## src/rtl/cache_def.sv

```systemverilog
// Shared cache/memory definitions: line request/response types, arbiter
// state encoding, owner encoding and the winner-selection helper.
package cache_def;

  localparam int ADDR_W = 32;
  localparam int DATA_W = 128;

  // Cache line request towards memory.
  typedef struct packed {
    logic [ADDR_W-1:0] addr;
    logic [DATA_W-1:0] data;
    logic              rw;
    logic              valid;
  } mem_req_type;

  // Memory response (line data plus one-cycle ready strobe).
  typedef struct packed {
    logic [DATA_W-1:0] data;
    logic              ready;
  } mem_data_type;

  // Arbiter FSM states.
  typedef enum logic [1:0] {
    IDLE = 2'd0,
    BUSY = 2'd1,
    DONE = 2'd2
  } arb_state_e;

  // Owner encoding of the granted requester.
  localparam logic OWNER_I = 1'b0;
  localparam logic OWNER_D = 1'b1;

  // Pick the winning requester; prefer_d only matters on a tie.
  function automatic logic select_owner(input logic i_valid,
                                        input logic d_valid,
                                        input logic prefer_d);
    logic owner;
    if (i_valid && d_valid) begin
      owner = prefer_d ? OWNER_D : OWNER_I;
    end else if (d_valid) begin
      owner = OWNER_D;
    end else begin
      owner = OWNER_I;
    end
    return owner;
  endfunction

endpackage

```

## src/rtl/mem_arbiter.sv

```systemverilog
// Two-requester (I-cache / D-cache) memory arbiter.
// A winner's whole request is latched on the IDLE->BUSY edge and presented
// to memory for the whole BUSY phase; DONE is a one-cycle gap that lets the
// owner drop its valid before the next arbitration.
// Optional feature: define MEM_ARB_RR_EN for round-robin tie breaking;
// otherwise D always wins a tie.
module mem_arbiter
  import cache_def::*;
(
  input  logic         clk_i,
  input  logic         rst_i,
  input  mem_req_type  i_req_i,
  input  mem_req_type  d_req_i,
  input  mem_data_type mem_data_i,
  output mem_data_type i_data_o,
  output mem_data_type d_data_o,
  output mem_req_type  mem_req_o,
  output logic         busy_o,
  output logic [31:0]  no_grant_i_o,
  output logic [31:0]  no_grant_d_o
);

  arb_state_e  r_state;
  arb_state_e  w_state_nxt;
  mem_req_type r_req;
  logic        r_owner;
  logic [31:0] r_cnt_i;
  logic [31:0] r_cnt_d;
  logic        w_grant;
  logic        w_winner;
  logic        w_prefer_d;
  logic        w_mem_ready;

`ifdef MEM_ARB_RR_EN
  logic        r_last;

  // On a tie, favour whichever side was not granted last.
  always_comb begin
    w_prefer_d = (r_last == OWNER_I);
  end

  // Remember the most recent grant; reset to I so D takes the first tie.
  always_ff @(posedge clk_i) begin
    if (rst_i) begin
      r_last <= OWNER_I;
    end else if (w_grant) begin
      r_last <= w_winner;
    end else begin
      r_last <= r_last;
    end
  end
`else
  // Fixed priority: D always wins a tie.
  always_comb begin
    w_prefer_d = 1'b1;
  end
`endif

  // Winner selection among the currently valid requests.
  always_comb begin
    w_winner = select_owner(i_req_i.valid, d_req_i.valid, w_prefer_d);
  end

  // FSM state register.
  always_ff @(posedge clk_i) begin
    if (rst_i) begin
      r_state <= IDLE;
    end else begin
      r_state <= w_state_nxt;
    end
  end

  // FSM next-state logic and grant strobe.
  always_comb begin
    w_state_nxt = r_state;
    w_grant     = 1'b0;
    case (r_state)
      IDLE: begin
        if (i_req_i.valid || d_req_i.valid) begin
          w_state_nxt = BUSY;
          w_grant     = 1'b1;
        end else begin
          w_state_nxt = IDLE;
        end
      end
      BUSY: begin
        if (mem_data_i.ready) begin
          w_state_nxt = DONE;
        end else begin
          w_state_nxt = BUSY;
        end
      end
      DONE: begin
        w_state_nxt = IDLE;
      end
      default: begin
        w_state_nxt = IDLE;
      end
    endcase
  end

  // Latch the winner's request and owner at grant; hold otherwise so the
  // memory-side request cannot move while the transaction is in flight.
  always_ff @(posedge clk_i) begin
    if (rst_i) begin
      r_req   <= '0;
      r_owner <= OWNER_I;
    end else if (w_grant) begin
      r_req   <= (w_winner == OWNER_D) ? d_req_i : i_req_i;
      r_owner <= w_winner;
    end else begin
      r_req   <= r_req;
      r_owner <= r_owner;
    end
  end

  // Per-requester grant counters; natural 32-bit wrap.
  always_ff @(posedge clk_i) begin
    if (rst_i) begin
      r_cnt_i <= 32'd0;
      r_cnt_d <= 32'd0;
    end else if (w_grant) begin
      if (w_winner == OWNER_D) begin
        r_cnt_d <= r_cnt_d + 32'd1;
        r_cnt_i <= r_cnt_i;
      end else begin
        r_cnt_i <= r_cnt_i + 32'd1;
        r_cnt_d <= r_cnt_d;
      end
    end else begin
      r_cnt_i <= r_cnt_i;
      r_cnt_d <= r_cnt_d;
    end
  end

  // Memory request and response routing; ready outside BUSY is dropped.
  always_comb begin
    mem_req_o       = r_req;
    mem_req_o.valid = (r_state == BUSY);
    w_mem_ready     = mem_data_i.ready & (r_state == BUSY);
    i_data_o.data   = mem_data_i.data;
    d_data_o.data   = mem_data_i.data;
    i_data_o.ready  = w_mem_ready & (r_owner == OWNER_I);
    d_data_o.ready  = w_mem_ready & (r_owner == OWNER_D);
  end

  assign busy_o       = (r_state != IDLE);
  assign no_grant_i_o = r_cnt_i;
  assign no_grant_d_o = r_cnt_d;

endmodule

```

## config.mk

```make
export PLATFORM = sky130hd
export DESIGN_NAME = mem_arbiter
export DESIGN_NICKNAME = d
export VERILOG_FILES = /design/src/rtl/cache_def.sv /design/src/rtl/mem_arbiter.sv
export SDC_FILE = /design/constraint.sdc
export NUM_CORES = 1
export LEC_CHECK = 0
export ABC_AREA = 1
export BUFFER_PORTS_ARGS = -buffer_cell sky130_fd_sc_hd__buf_4
export CORE_AREA = 2 2 362 364
export CTS_CLUSTER_SIZE = 14
export DETAILED_ROUTE_END_ITERATION = 12
export DIE_AREA = 0 0 364 366
export PLACE_DENSITY_LB_ADDON = 0.3
export SKIP_CTS_REPAIR_TIMING = 1
export SYNTH_ARGS = -nofsm -noshare
export SYNTH_HDL_FRONTEND = slang
export SYNTH_SLANG_ARGS = --single-unit
export TNS_END_PERCENT = 100
```

## constraint.sdc

```tcl
create_clock -name clk_i -period 3.34 [get_ports clk_i]
set_input_delay 0.334 -clock clk_i [delete_from_list [all_inputs] [get_ports clk_i]]
set_output_delay 0.334 -clock clk_i [all_outputs]
set_load 0.02 [all_outputs]
```

==> run metrics <==
status finished, violations left; failing checks negative hold slack; Worst Tran Pin Value 1.08 ns; share of layout cells above drive strength 1 between 20 and 30%; Worst-path clk slew 0.06 ns; hold slack -0.00407 ns; CP startpoint kind register; mean number of vias per cell roughly 3.3; cell taking the most area after synthesis dfxtp_1; critical path class reg2reg; Place WS between 1 and 1.5 ns; Routed WL per cell ~17 um; Tot Pwr 8.20 mW; Root Driver clkbuf_16; CP Data Required Time 3.89 ns; largest net degree at the start of global routing approximately 140; Register-to-Register Path Depth 7; syn_area_per_cell about 7 sq um; first-pass GRT wire length roughly 91 mm; synthesis-to-finish area growth 65.6%; Die Span Y about 370 um; initial antenna violation count 2; Power Density a little over 400 nW/um^2; clk_lat worst skew ~0.64 ns; Setup violations, final 0; clock sink count ~230; reg2reg start r_state[1]; Main synth FF type dfxtp_1; hold_sp i_req_i[30]; routability cong. 0.839; RSZ-0062 raised after global routing no; final setup margin 0.678 ns; setup_tns 0 ns; Distinct cells, synth 33; Max clock buf depth 3; total of max-cap violations 0; Mapped Area about 12000 sq um; number of diodes 0; Crit path arrival time around 3.2 ns; Post-route DRC 0; ANT nets after route 0; synthesized instance count approximately 1700; relative slew slack between 20% and 30%; EDFF count, synth 0; CP max FO 58; Core Box Area 129000 sq um; final hold vios 1; reg-to-reg slack, setup about 0.68 ns; Boundary Pins 940; Ys Warns 0; FFs w/ async S/R, synth 0%; via count roughly 13000; Final Skew 0.0353 ns; final wirelength 69.0 mm; H-tree depth 1; DR iter-0 viols around 870; count of state elements after synthesis about 230; f_max approximately 380 MHz; Peak VDD IR 0.345 mV; die span in x between 300 and 400 um; top cells by area, synth dfxtp_1, nand2_1, buf_4, a31oi_1, nor2_1; top-count cell post-synth nand2_1; sequential area share after synthesis a little under two fifths; Synth top area share 37.6%; synth cell count leaders nand2_1, buf_4, dfxtp_1; Syn Nets about 2200; Crit. End Element register; CTS tree built; Detail Placement HPWL 53.1 mm; die area roughly 130000 sq um; total congestion overflow 0; vias in the first global route around 12000; TritonCTS Buffers 30; fin. max-slew vios 0; Min-Delay Endpoint mem_req_o[30]; post-route minimum period 2.66 ns; Total GRT Usage a little under a tenth; Tcrit/Tclk final 79.7%; cell row count around 130; Crit Reg-Reg Endpoint mem_req_o[29]; Worst Hold Depth 3; Lkg Pwr 8.37 nW; drt first pass iters 5; # port buffers roughly 560; utilization after layout 15.6%; Min-Delay Path Class in2reg; Initial Util 9.42%; final-stage net count around 2700
## layout make-up
class / count / area (sq um)
well taps: 1742 / 2180
flip-flops and latches: 228 / 4560
repair buffers: 861 / 7250
fillers: 14800 / 109000
inverters: 86 / 328
clock buffers: 44 / 913
clock inverters: 10 / 82.6
multi-input cells: 1080 / 4810
## worst max-delay path: stages (launching register included)
cell	delay, ns
dfxtp_1	0.34
nor2_4	0.24
nand3_4	0.22
inv_6	0.44
buf_12	0.32
nand2_1	0.09
a31oi_1	0.16
dlygate4sd3_1	0.58
## state kept, by name, summed over array words and instances (netlist names)
name / flops
mem_req_o: 161
r_owner: 1
no_grant_i_o: 32
r_state: 2
no_grant_d_o: 32
## power by group
group | switching, mW | leakage (nW) | internal (mW)
Clock | 1.44 | 0.488 | 1.88
Sequential | 0.132 | 1.87 | 2.89
Combinational | 0.961 | 6.01 | 0.889
## kinds of logic (layout without fill, tap and decap cells)
family / Yosys count / after routing / synth area share, %
flip-flops: 228 / 228 / 37.6
XOR/XNOR: 6 / 6 / 0.432
adder cells (fa/ha/maj): 2 / 2 / 0.206
buffers and inverters: 421 / 1001 / 22.9
AO/OA/AOI/OAI: 210 / 210 / 10.4
AND/OR/NAND/NOR: 862 / 862 / 28.5
## per-layer routing
metal	global-route usage, %	up-vias	wire length [um]
li1	-	6427	-
met3	4.05	115	7080
met5	1.20	-	182
met4	2.54	8	1630
met1	12.1	6134	29900
met2	14.1	633	30200
## cells in the final DEF, fill, tap and decap left out, drive strengths merged, types with 10 or more instances in the layout
cell | netlist | final
nor3 | 10 | 10
a31oi | 161 | 161
nand3 | 52 | 52
a21oi | 28 | 28
nand4 | 21 | 21
nand2 | 637 | 637
nor2 | 135 | 135
o21ai | 16 | 16
dfxtp | 228 | 228
inv | 86 | 86
clkbuf | 32 | 44
dlygate4sd3 | 0 | 292
buf | 303 | 569
## per-stage QoR
step / hold WS [ns] / cells / cell area, sq um
detailed placement: 0.476 / 3705 / 16200
finish: -0.00407 / 4051 / 20100
global route: -0.00245 / 4051 / 20100
floorplan: 0.454 / 1729 / 12200
CTS: -0.116 / 3759 / 17200
global placement: 0.473 / 3705 / 16200
## how the worst max path moves through the flow
stage / endpoint / startpoint
floorplan: d_data_o[0] / r_state[0]
global placement: no_grant_i_o[2] / d_req_i[0]
detailed placement: no_grant_i_o[29] / d_req_i[0]
CTS: d_data_o[0] / r_state[0]
global route: mem_req_o[7] / r_state[1]
finish: mem_req_o[29] / r_state[1]
No activity file was read; power rests on OpenSTA's default activity.
